`src/rtl/pipe_wb_stage.sv`:
```
// Multi-channel write-back pipeline register with flush, stall-vector control,
// same-address arbitration and register-0 squashing. Optional macro: PIPE_WB_PERF_EN.
module pipe_wb_stage #(
    parameter int NUM_CH      = 2,
    parameter int ADDR_W      = 5,
    parameter int DATA_W      = 32,
    parameter int STALL_W     = 6,
    parameter int STAGE       = 4,
    parameter int ZERO_SQUASH = 1
) (
    input  logic                     clk,
    input  logic                     rst,
    input  logic [STALL_W-1:0]       stall,
    input  logic                     flush,
    input  logic                     in_valid,
    input  logic [NUM_CH*ADDR_W-1:0] in_wd,
    input  logic [NUM_CH-1:0]        in_wreg,
    input  logic [NUM_CH*DATA_W-1:0] in_wdata,
    output logic                     out_valid,
    output logic [NUM_CH*ADDR_W-1:0] out_wd,
    output logic [NUM_CH-1:0]        out_wreg,
    output logic [NUM_CH*DATA_W-1:0] out_wdata
`ifdef PIPE_WB_PERF_EN
    ,
    output logic [31:0]              bubble_cnt,
    output logic [31:0]              hold_cnt
`endif
);

    logic              stall_cur;
    logic              stall_next;
    logic              do_bubble;
    logic              do_hold;
    logic [NUM_CH-1:0] wreg_pre;
    logic [NUM_CH-1:0] wreg_arb;
    logic              unused_stall;

    assign stall_cur    = stall[STAGE];
    assign stall_next   = stall[STAGE+1];
    assign unused_stall = ^stall;

    // Flush dominates, so the bubble/hold decodes exclude it for the counters.
    assign do_bubble = !flush && stall_cur && !stall_next;
    assign do_hold   = !flush && stall_cur && stall_next;

    // Gate enables by valid and zero-address, then let the youngest channel win.
    always_comb begin
        wreg_pre = in_wreg & {NUM_CH{in_valid}};
        for (int k = 0; k < NUM_CH; k++) begin
            if ((ZERO_SQUASH != 0) && (in_wd[k*ADDR_W +: ADDR_W] == '0)) begin
                wreg_pre[k] = 1'b0;
            end
        end
        wreg_arb = wreg_pre;
        for (int i = 0; i < NUM_CH; i++) begin
            for (int j = i + 1; j < NUM_CH; j++) begin
                if (wreg_pre[i] && wreg_pre[j] &&
                    (in_wd[i*ADDR_W +: ADDR_W] == in_wd[j*ADDR_W +: ADDR_W]) &&
                    (in_wd[i*ADDR_W +: ADDR_W] != '0)) begin
                    wreg_arb[i] = 1'b0;
                end
            end
        end
    end

    always_ff @(posedge clk or negedge rst) begin
        if (!rst) begin
            out_valid <= 1'b0;
            out_wd    <= '0;
            out_wreg  <= '0;
            out_wdata <= '0;
        end else if (flush || do_bubble) begin
            out_valid <= 1'b0;
            out_wd    <= '0;
            out_wreg  <= '0;
            out_wdata <= '0;
        end else if (!stall_cur) begin
            out_valid <= in_valid;
            out_wd    <= in_wd;
            out_wreg  <= wreg_arb;
            out_wdata <= in_wdata;
        end
    end

`ifdef PIPE_WB_PERF_EN
    always_ff @(posedge clk or negedge rst) begin
        if (!rst) begin
            bubble_cnt <= '0;
            hold_cnt   <= '0;
        end else begin
            if (do_bubble) bubble_cnt <= bubble_cnt + 32'd1;
            if (do_hold)   hold_cnt   <= hold_cnt + 32'd1;
        end
    end
`endif

endmodule

```
`config.mk`:
```
export PLATFORM = sky130hd
export DESIGN_NAME = pipe_wb_stage
export DESIGN_NICKNAME = d
export VERILOG_FILES = /design/src/rtl/pipe_wb_stage.sv
export SDC_FILE = /design/constraint.sdc
export NUM_CORES = 1
export LEC_CHECK = 0
export BUFFER_PORTS_ARGS = -buffer_cell sky130_fd_sc_hd__buf_2
export CORE_UTILIZATION = 35
export CTS_BUF_LIST = sky130_fd_sc_hd__clkbuf_16
export DETAILED_ROUTE_END_ITERATION = 8
export HOLD_SLACK_MARGIN = 0.12
export MAX_ROUTING_LAYER = met4
export PLACE_DENSITY = 0.7
export SYNTH_ARGS = -nofsm -noshare
export SYNTH_HDL_FRONTEND = slang
export SYNTH_SLANG_ARGS = --single-unit
```
`constraint.sdc`:
```
create_clock -name clk -period 1.03 [get_ports clk]
set_clock_uncertainty 0.1 [all_clocks]
set_input_delay 0.206 -clock clk [delete_from_list [all_inputs] [get_ports clk]]
set_output_delay 0.206 -clock clk [all_outputs]
set_load 0.005 [all_outputs]
```
=== Yosys cells after proc, flatten, opt, wreduce, memory -nomap -nowiden ===
Index checks and enable logic that the tools add are counted.

* Bits in registers: 77
* Input bits: 86
* Output and inout bits: 77

* Equality and inequality tests: 2
* Multiplexer cells: 11
* Bitwise gates (word level): 1
* Reductions and logical operators: 11

{| class="wikitable"
|+ Operator list
! cell !! number
|-
| $mux 64 || 2
|-
| $mux 10 || 2
|-
| $logic_not 5->1 || 2
|-
| $eq 5x5->1 || 1
|-
| $logic_and 1x1->1 || 5
|-
| $mux 1 || 5
|-
| $reduce_bool 5->1 || 1
|-
| $mux 2 || 2
|-
| $and 2x2->2 || 1
|-
| $logic_not 1->1 || 2
|-
| $ne 2x1->1 const B || 1
|-
| $logic_or 1x1->1 || 1
|}

=== Longest topological paths before layout ===
Gate-level depths: netlist of run 1.

* Word-level depth: 8
* Mapped depth: 6
* Gate-level depth less buffers: 4

=== Least setup slack after synthesis of run 1 ===
No wires, ideal clock.

* Path kind: input to register
* Start: input port in_wd[6]
* End: register out_wreg[0]
* Data arrival time: 1,029 ps
* Data required time: 854 ps
* Slack: -175 ps
* Cell stages on the path: 4
* Cells stage by stage: or4_4 o211ai_2 nor4_1 o21ai_1

* Longest elaborated chain between the ends: 8

{| class="wikitable"
|+ RTL lines
! what !! RTL line !! RTL
|-
| start, declared || 16 || <nowiki>input logic [NUM_CH*ADDR_W-1:0] in_wd,</nowiki>
|-
| $logic_not 5->1 || 50 || <nowiki>if ((ZERO_SQUASH != 0) && (in_wd[k*ADDR_W +: ADDR_W] == '0)) begin</nowiki>
|-
| $mux 1 || 50 ||
|-
| $logic_and 1x1->1 || 57 || <nowiki>if (wreg_pre[i] && wreg_pre[j] &&</nowiki>
|-
| $logic_and 1x1->1 * || 57 ||
|-
| $logic_and 1x1->1 * || 58 || <nowiki>(in_wd[i*ADDR_W +: ADDR_W] == in_wd[j*ADDR_W +: ADDR_W]) &&</nowiki>
|-
| $mux 1 * || 57 ||
|-
| $mux 2 * || 77 || <nowiki>end else if (!stall_cur) begin</nowiki>
|-
| $mux 2 * || 72 || <nowiki>end else if (flush || do_bubble) begin</nowiki>
|-
| end signal, assigned || 80 || <nowiki>out_wreg <= wreg_arb;</nowiki>
|-
| end, declared || 21 || <nowiki>output logic [NUM_CH-1:0] out_wreg,</nowiki>
|}

Every way passes the cells marked *; elsewhere a longest branch is shown, timed or not. The select of a mux whose other input is x is not followed.
A chain may end at the register's enable or synchronous reset.

=== Worst setup path after layout of run 1 ===
* Start: register out_wd[9]
* End: output port out_wd[9]

{| class="wikitable"
|+ RTL lines
! what !! RTL line !! RTL
|-
| start, declared || 20 || <nowiki>output logic [NUM_CH*ADDR_W-1:0] out_wd,</nowiki>
|-
| start signal, assigned || 79 || <nowiki>out_wd <= in_wd;</nowiki>
|}

No word-level cell between the ends.

==> results of run 1 <==
==> cell families (layout without fill, tap and decap cells) <==
family	count (synthesis)	count (layout)	share of synthesized area, %
buffers and inverters	17	304	3.60
XOR/XNOR	5	5	1.56
AND/OR/NAND/NOR	8	8	1.78
flip-flops	77	77	68.5
AO/OA/AOI/OAI	79	79	24.6
==> placed cells by master (no fill, tap or decap), types with 2 or more instances in the layout <==
cell and n:
buf_4 53, clkinv_2 2, nand2_1 2, dfrtp_1 77, dlygate4sd3_1 68, xnor2_1 3
buf_6 6, a22o_1 74, clkinv_4 2, buf_12 6, clkbuf_16 9, xor2_1 2
buf_2 155
==> power by group <==
part | internal (uW) | switching, uW | leakage, uW
combinational | 658 | 414 | 0.00168
sequential | 3170 | 79.6 | 0.00103
clock | 1880 | 1200 | 0.000146
total | 5710 | 1700 | 0.00285
==> how the worst min path moves through the flow <==
stage	start	endpoint	slack, ps	cells past startpoint
after detailed placement	rst	out_wdata[23]$_DFFE_PN0P_	130	2
after global routing	in_wreg[1]	out_wreg[1]$_DFFE_PN0P_	80	3
after CTS	in_wreg[1]	out_wreg[1]$_DFFE_PN0P_	50	3
after global placement	rst	out_wdata[26]$_DFFE_PN0P_	130	2
final	in_wreg[1]	out_wreg[1]$_DFFE_PN0P_	80	3
after floorplan	rst	out_valid$_DFFE_PN0P_	-190	0
==> final cells by class <==
class	count	area share (%)
Timing Repair Buffer	288	39.2
Tap cell	102	2.45
Sequential cell	77	37.0
Clock inverter	7	1.42
Multi-Input combinational cell	92	15.6
Clock buffer	9	4.32
==> stage by stage <==
step	setup WS [ps]	util, %	cells
2_1_floorplan	-175	-	186
3_3_place_gp	-319	49.7	448
3_5_place_dp	-364	49.7	448
4_1_cts	-130	64.5	553
5_1_grt	-155	67.1	575
6_report	-127	67.1	575
==> sequential cells by signal, indices dropped and copies added, names as in the netlist <==
name / cells
out_valid: 1
out_wd: 10
out_wdata: 64
out_wreg: 2
==> metal layers <==
layer,track usage [%],share of wire [%],wire length [um]
met3,3.98,4.8,418
met4,10.4,2.9,254
met5,-,0,0
met2,34.3,51,4490
met1,25.3,41,3570
==> worst min-delay path: stages <==
cell      delay [ps]
buf_2            120
o211ai_4          70
o31ai_2           60
==> repair_timing <==
| action | CTS | global route |
|---|---|---|
| buffers inserted | 22 | 21 |
| hold buffers | 67 | 1 |
| hold endpoints to repair | 148 | 3 |
| gates resized for setup | 2 | 7 |
| pin swaps | 0 | 8 |
| endpoints found under the setup margin | 78 | 79 |
==> flow_summary_export.csv, run 1 <==
group,metric,value,unit
run_status,status,"finished, violations left",
run_status,violations,"setup timing",
layout,fillers,593,
critical_path,worstReg2RegStart,"out_wdata[40]$_DFFE_PN0P_",
critical_path,critPathKind,"reg2out",
yosys,ys_seq_elements,77,
route,totalWireLength,8740,um
layout,antenna_cells,0,
critical_path,reg2regPathDepth,3,
sta,rsz0062_at_grt,"true",
critical_path,r2r-end,"out_wdata[40]$_DFFE_PN0P_",
die,ioPinCount,163,
yosys,yosys-top-cells-area,"dfrtp_1, a22o_1, buf_2",
placement,dp_hpwl,4900,um
clocking,root_buffer,"clkbuf_16",
route,first_pass_iters,4,
global_route,grt_overflow_total,0,
sta,max_freq,864,MHz
global_route,antenna_found_initial,0,
sta,post-route-period-util,112,%
route,ant_nets,0,
yosys,synth_top_area_share,68.5,%
power_and_ir_drop,vdd_ir_drop_max,0.728,mV
global_route,grt_pass1_wl,13300,um
yosys,yosysWarnings,0,
critical_path,crit_start,"out_wd[9]$_DFFE_PN0P_",
sta,setup_tns,-8160,ps
yosys,synth_top_area_cell,"dfrtp_1",
yosys,synthDistinctLibCells,20,
sta,drv_slew,0,
die,die_area,0.00840,mm2
power_and_ir_drop,power.density,1420,mW/mm2
layout,drive_gt1_share,51.4,%
power_and_ir_drop,p_leak,0.00285,uW
clocking,clk_path_buf_depth,2,
route,drtIter0Drc,79,
layout,layout.nets,554,
power_and_ir_drop,finalPower,7400,uW
critical_path,cp_max_fo,2,
critical_path,ff2ff_setup_slack,-30,ps
route,vias,2802,
yosys,ys.flop_type,"dfrtp_1",
sta,hold_viol,0,
yosys,yosysMostFrequentCell,"dfrtp_1",
die,dieHeight,91.7,um
layout,fin_area,0.00521,mm2
layout,multi_input_area,815,um2
yosys,synthArstFlopShare,100,%
clocking,cts_tree,"built",
critical_path,critPathMaxStageDelay,400,ps
global_route,grt_usage,21.1,%
sta,finalSetupViolCount,82,
clocking,cts_buffers,9,
yosys,synth_area,0.00281,mm2
critical_path,crit_family,"flip-flops",
yosys,syn_area_per_cell,15.1,um2
clocking,clk_latency,320,ps
clocking,cts_sinks,77,
yosys,synthCells,186,
die,initial_core_util,36.2,%
sta,worst_slack,-127,ps
yosys,synth.net_count,272,
global_route,first_global_vias,2753,
critical_path,cp_cell_sequence,"buf_2",
critical_path,end_kind,"primary output",
critical_path,cp_slowest_cell,"dfrtp_1",
yosys,yosys-top-cells-count,"dfrtp_1, a22o_1, buf_2, clkbuf_1",
die,core,0.00777,mm2
die,die_x,91.7,um
critical_path,critical_path_buf_inv_count,1,
worst_hold_path,min_path_type,"in2reg",
clocking,path_clk_slew,60,ps
critical_path,crit_path_start_kind,"flip-flop",
sta,worst_pin_slew,276,ps
route,viasPerCell,4.87,
layout,regArea,0.00193,mm2
placement,gp_congestion,0.741,
critical_path,cp.depth,1,
yosys,synth_edf_count,0,
clocking,cts_max_level,3,
sta,holdWs,78.3,ps
route,drc,0,
yosys,seq_area_frac_synth,68.5,%
critical_path,cp.required,720,ps
job,cap_viol_max_count,0,
sta,maxSlewHeadroom,81.4,%
layout,area_growth,85.1,%
placement,placed_area,0.00386,mm2
die,rows,32,
critical_path,worst_setup_path_endpoint,"out_wd[9]",
sta,finalCriticalPeriod,1160,ps
critical_path,arrival,850,ps
global_route,grt_max_degree,57,
placement,port_buffers,158,
route,post_drt_wl_per_cell,15.2,um
(Power assumes the default switching activity.)
==> run 2, diff against run 1 <==
GPL_TIMING_DRIVEN = 0   (was default)
==> flow_summary_export.csv, run 2 (synthesis results as in run 1) <==
group,metric,value,unit
sta,post-route-period-util,113,%
layout,final_cell_mix,"buf_2, dlygate4sd3_1, dfrtp_1, a22o_1, buf_4",
sta,maxSlewHeadroom,65.6,%
job,cap_viol_max_count,0,
route,drt-met1-wl,3740,um
route,wl_met2,4660,um
clocking,cts_max_level,3,
clocking,clk_path_buf_depth,2,
critical_path,end_kind,"primary output",
sta,worst_slack,-134,ps
power_and_ir_drop,internal-power,6170,uW
clocking,cts_buffers,9,
placement,gp_congestion,0.744,
global_route,grt_usage,21.8,%
layout,layout.nets,568,
critical_path,r2r-end,"out_wdata[40]$_DFFE_PN0P_",
placement,placed_area,0.00379,mm2
power_and_ir_drop,p_leak,0.00292,uW
layout,fillers,585,
route,top_layer_used,"met4",
worst_hold_path,min_path_type,"in2async",
placement,dp_hpwl,5070,um
placement,port_buffers,158,
global_route,grt_max_degree,40,
power_and_ir_drop,power_switching,1660,uW
critical_path,ff2ff_setup_slack,-10,ps
critical_path,arrival,860,ps
critical_path,worstReg2RegStart,"out_wdata[40]$_DFFE_PN0P_",
power_and_ir_drop,sw_frac_of_total,21.1,%
critical_path,cp_max_fo,2,
critical_path,crit_family,"flip-flops",
route,post_drt_wl_per_cell,15.3,um
die,ioPinCount,163,
clocking,cts_sinks,77,
sta,finalCriticalPeriod,1160,ps
clocking,path_clk_slew,60,ps
route,totalWireLength,8990,um
sta,rsz0062_at_grt,"true",
die,initial_core_util,36.2,%
die,die_area,0.00840,mm2
critical_path,critical_path_buf_inv_count,1,
route,drtIter0Drc,58,
run_status,violations,"hold timing, setup timing",
placement,place_ws,-457,ps
sta,finalSetupViolCount,81,
layout,fin_area,0.00531,mm2
critical_path,critPathMaxStageDelay,400,ps
power_and_ir_drop,power.density,1470,mW/mm2
power_and_ir_drop,finalPower,7830,uW
critical_path,cp.required,720,ps
power_and_ir_drop,pwr-share-seq,41.4,%
clocking,cts_hold_buf,77,
route,vias,2811,
critical_path,critPathKind,"reg2out",
layout,area_growth,88.7,%
global_route,first_global_vias,2934,
route,first_pass_iters,4,
critical_path,cp.depth,1,
run_status,status,"finished, violations left",
sta,max_freq,859,MHz
critical_path,crit_start,"out_wd[6]$_DFFE_PN0P_",
critical_path,cp_slowest_cell,"dfrtp_1",
layout,regMostFlops,"out_wdata",
sta,worst_pin_slew,517,ps
route,ant_nets,0,
global_route,grt_overflow_total,0,
clocking,cts_tree,"built",
critical_path,worst_setup_path_endpoint,"out_wd[6]",
power_and_ir_drop,vdd_ir_drop_max,0.837,mV
die,rows,32,
die,dieHeight,91.7,um
clocking,clk_latency,320,ps
critical_path,crit_path_start_kind,"flip-flop",
sta,holdWs,-249,ps
sta,hold_viol,38,
route,route.met3.wl,457,um
critical_path,cp_cell_sequence,"buf_2",
power_and_ir_drop,power_frac_comb,13.9,%
global_route,grt_pass1_wl,13800,um
layout,layout_commonest_cell,"buf_2",
clocking,root_buffer,"clkbuf_16",
layout,drive_gt1_share,49.6,%
die,core,0.00777,mm2
route,viasPerCell,4.78,
sta,setup_tns,-8050,ps
die,die_x,91.7,um
power_and_ir_drop,pwr-share-clk,44.7,%
layout,antenna_cells,0,
layout,largestRegisters,"out_wdata x64, out_wd x10, out_wreg x2",
sta,drv_slew,0,
route,drc,0,
critical_path,reg2regPathDepth,3,
layout,largest_reg_flops,64,
global_route,antenna_found_initial,0,
[run 2: worst min path at each step]
stage,cells past startpoint,startpoint,endpoint,slack (ps)
after global placement,2,stall[4],out_wreg[1]$_DFFE_PN0P_,320
after floorplan,0,rst,out_valid$_DFFE_PN0P_,-190
after CTS,1,rst,out_wdata[27]$_DFFE_PN0P_,-230
after global routing,1,rst,out_wdata[26]$_DFFE_PN0P_,-210
after detailed placement,1,rst,out_wdata[27]$_DFFE_PN0P_,110
final,1,rst,out_wdata[27]$_DFFE_PN0P_,-250
[run 2: what timing repair did]
action / CTS / global route
gates cloned: 0 / 0
endpoints found under the hold margin: 115 / 40
buffers inserted: 25 / 25
pin swaps: 0 / 9
resized for setup: 5 / 10
endpoints found under the setup margin: 118 / 100
[run 2: metrics by stage]
stage               instances  utilization, %
floorplan                 186               -
global placement          446            48.6
detailed placement        447            48.8
CTS                       563            65.5
global route              588            68.3
finish                    588            68.3
[run 2: power groups by stage]
stage | combinational [uW] | clock, uW | sequential [uW]
6_report | 1090 | 3500 | 3240
5_1_grt | 1180 | 3690 | 3260
4_1_cts | 993 | 3520 | 3240
3_5_place_dp | 696 | 0 | 3290
3_3_place_gp | 672 | 0 | 3290
2_1_floorplan | 239 | 0 | 3310
[run 2: area by class of cell]
type | instances | area (um2) | area share [%]
Tap cell | 102 | 128 | 2.40
Sequential cell | 77 | 1930 | 36.3
Clock buffer | 9 | 225 | 4.24
Clock inverter | 6 | 105 | 1.98
Buffer | 16 | 139 | 2.62
Timing Repair Buffer | 286 | 1990 | 37.5
Multi-Input combinational cell | 92 | 795 | 15.0
[run 2: metal layers]
metal	up-vias	global-route usage, %
met5	-	-
met4	0	8.73
met3	14	4.73
met2	113	36.5
met1	1375	25.6
li1	1309	-
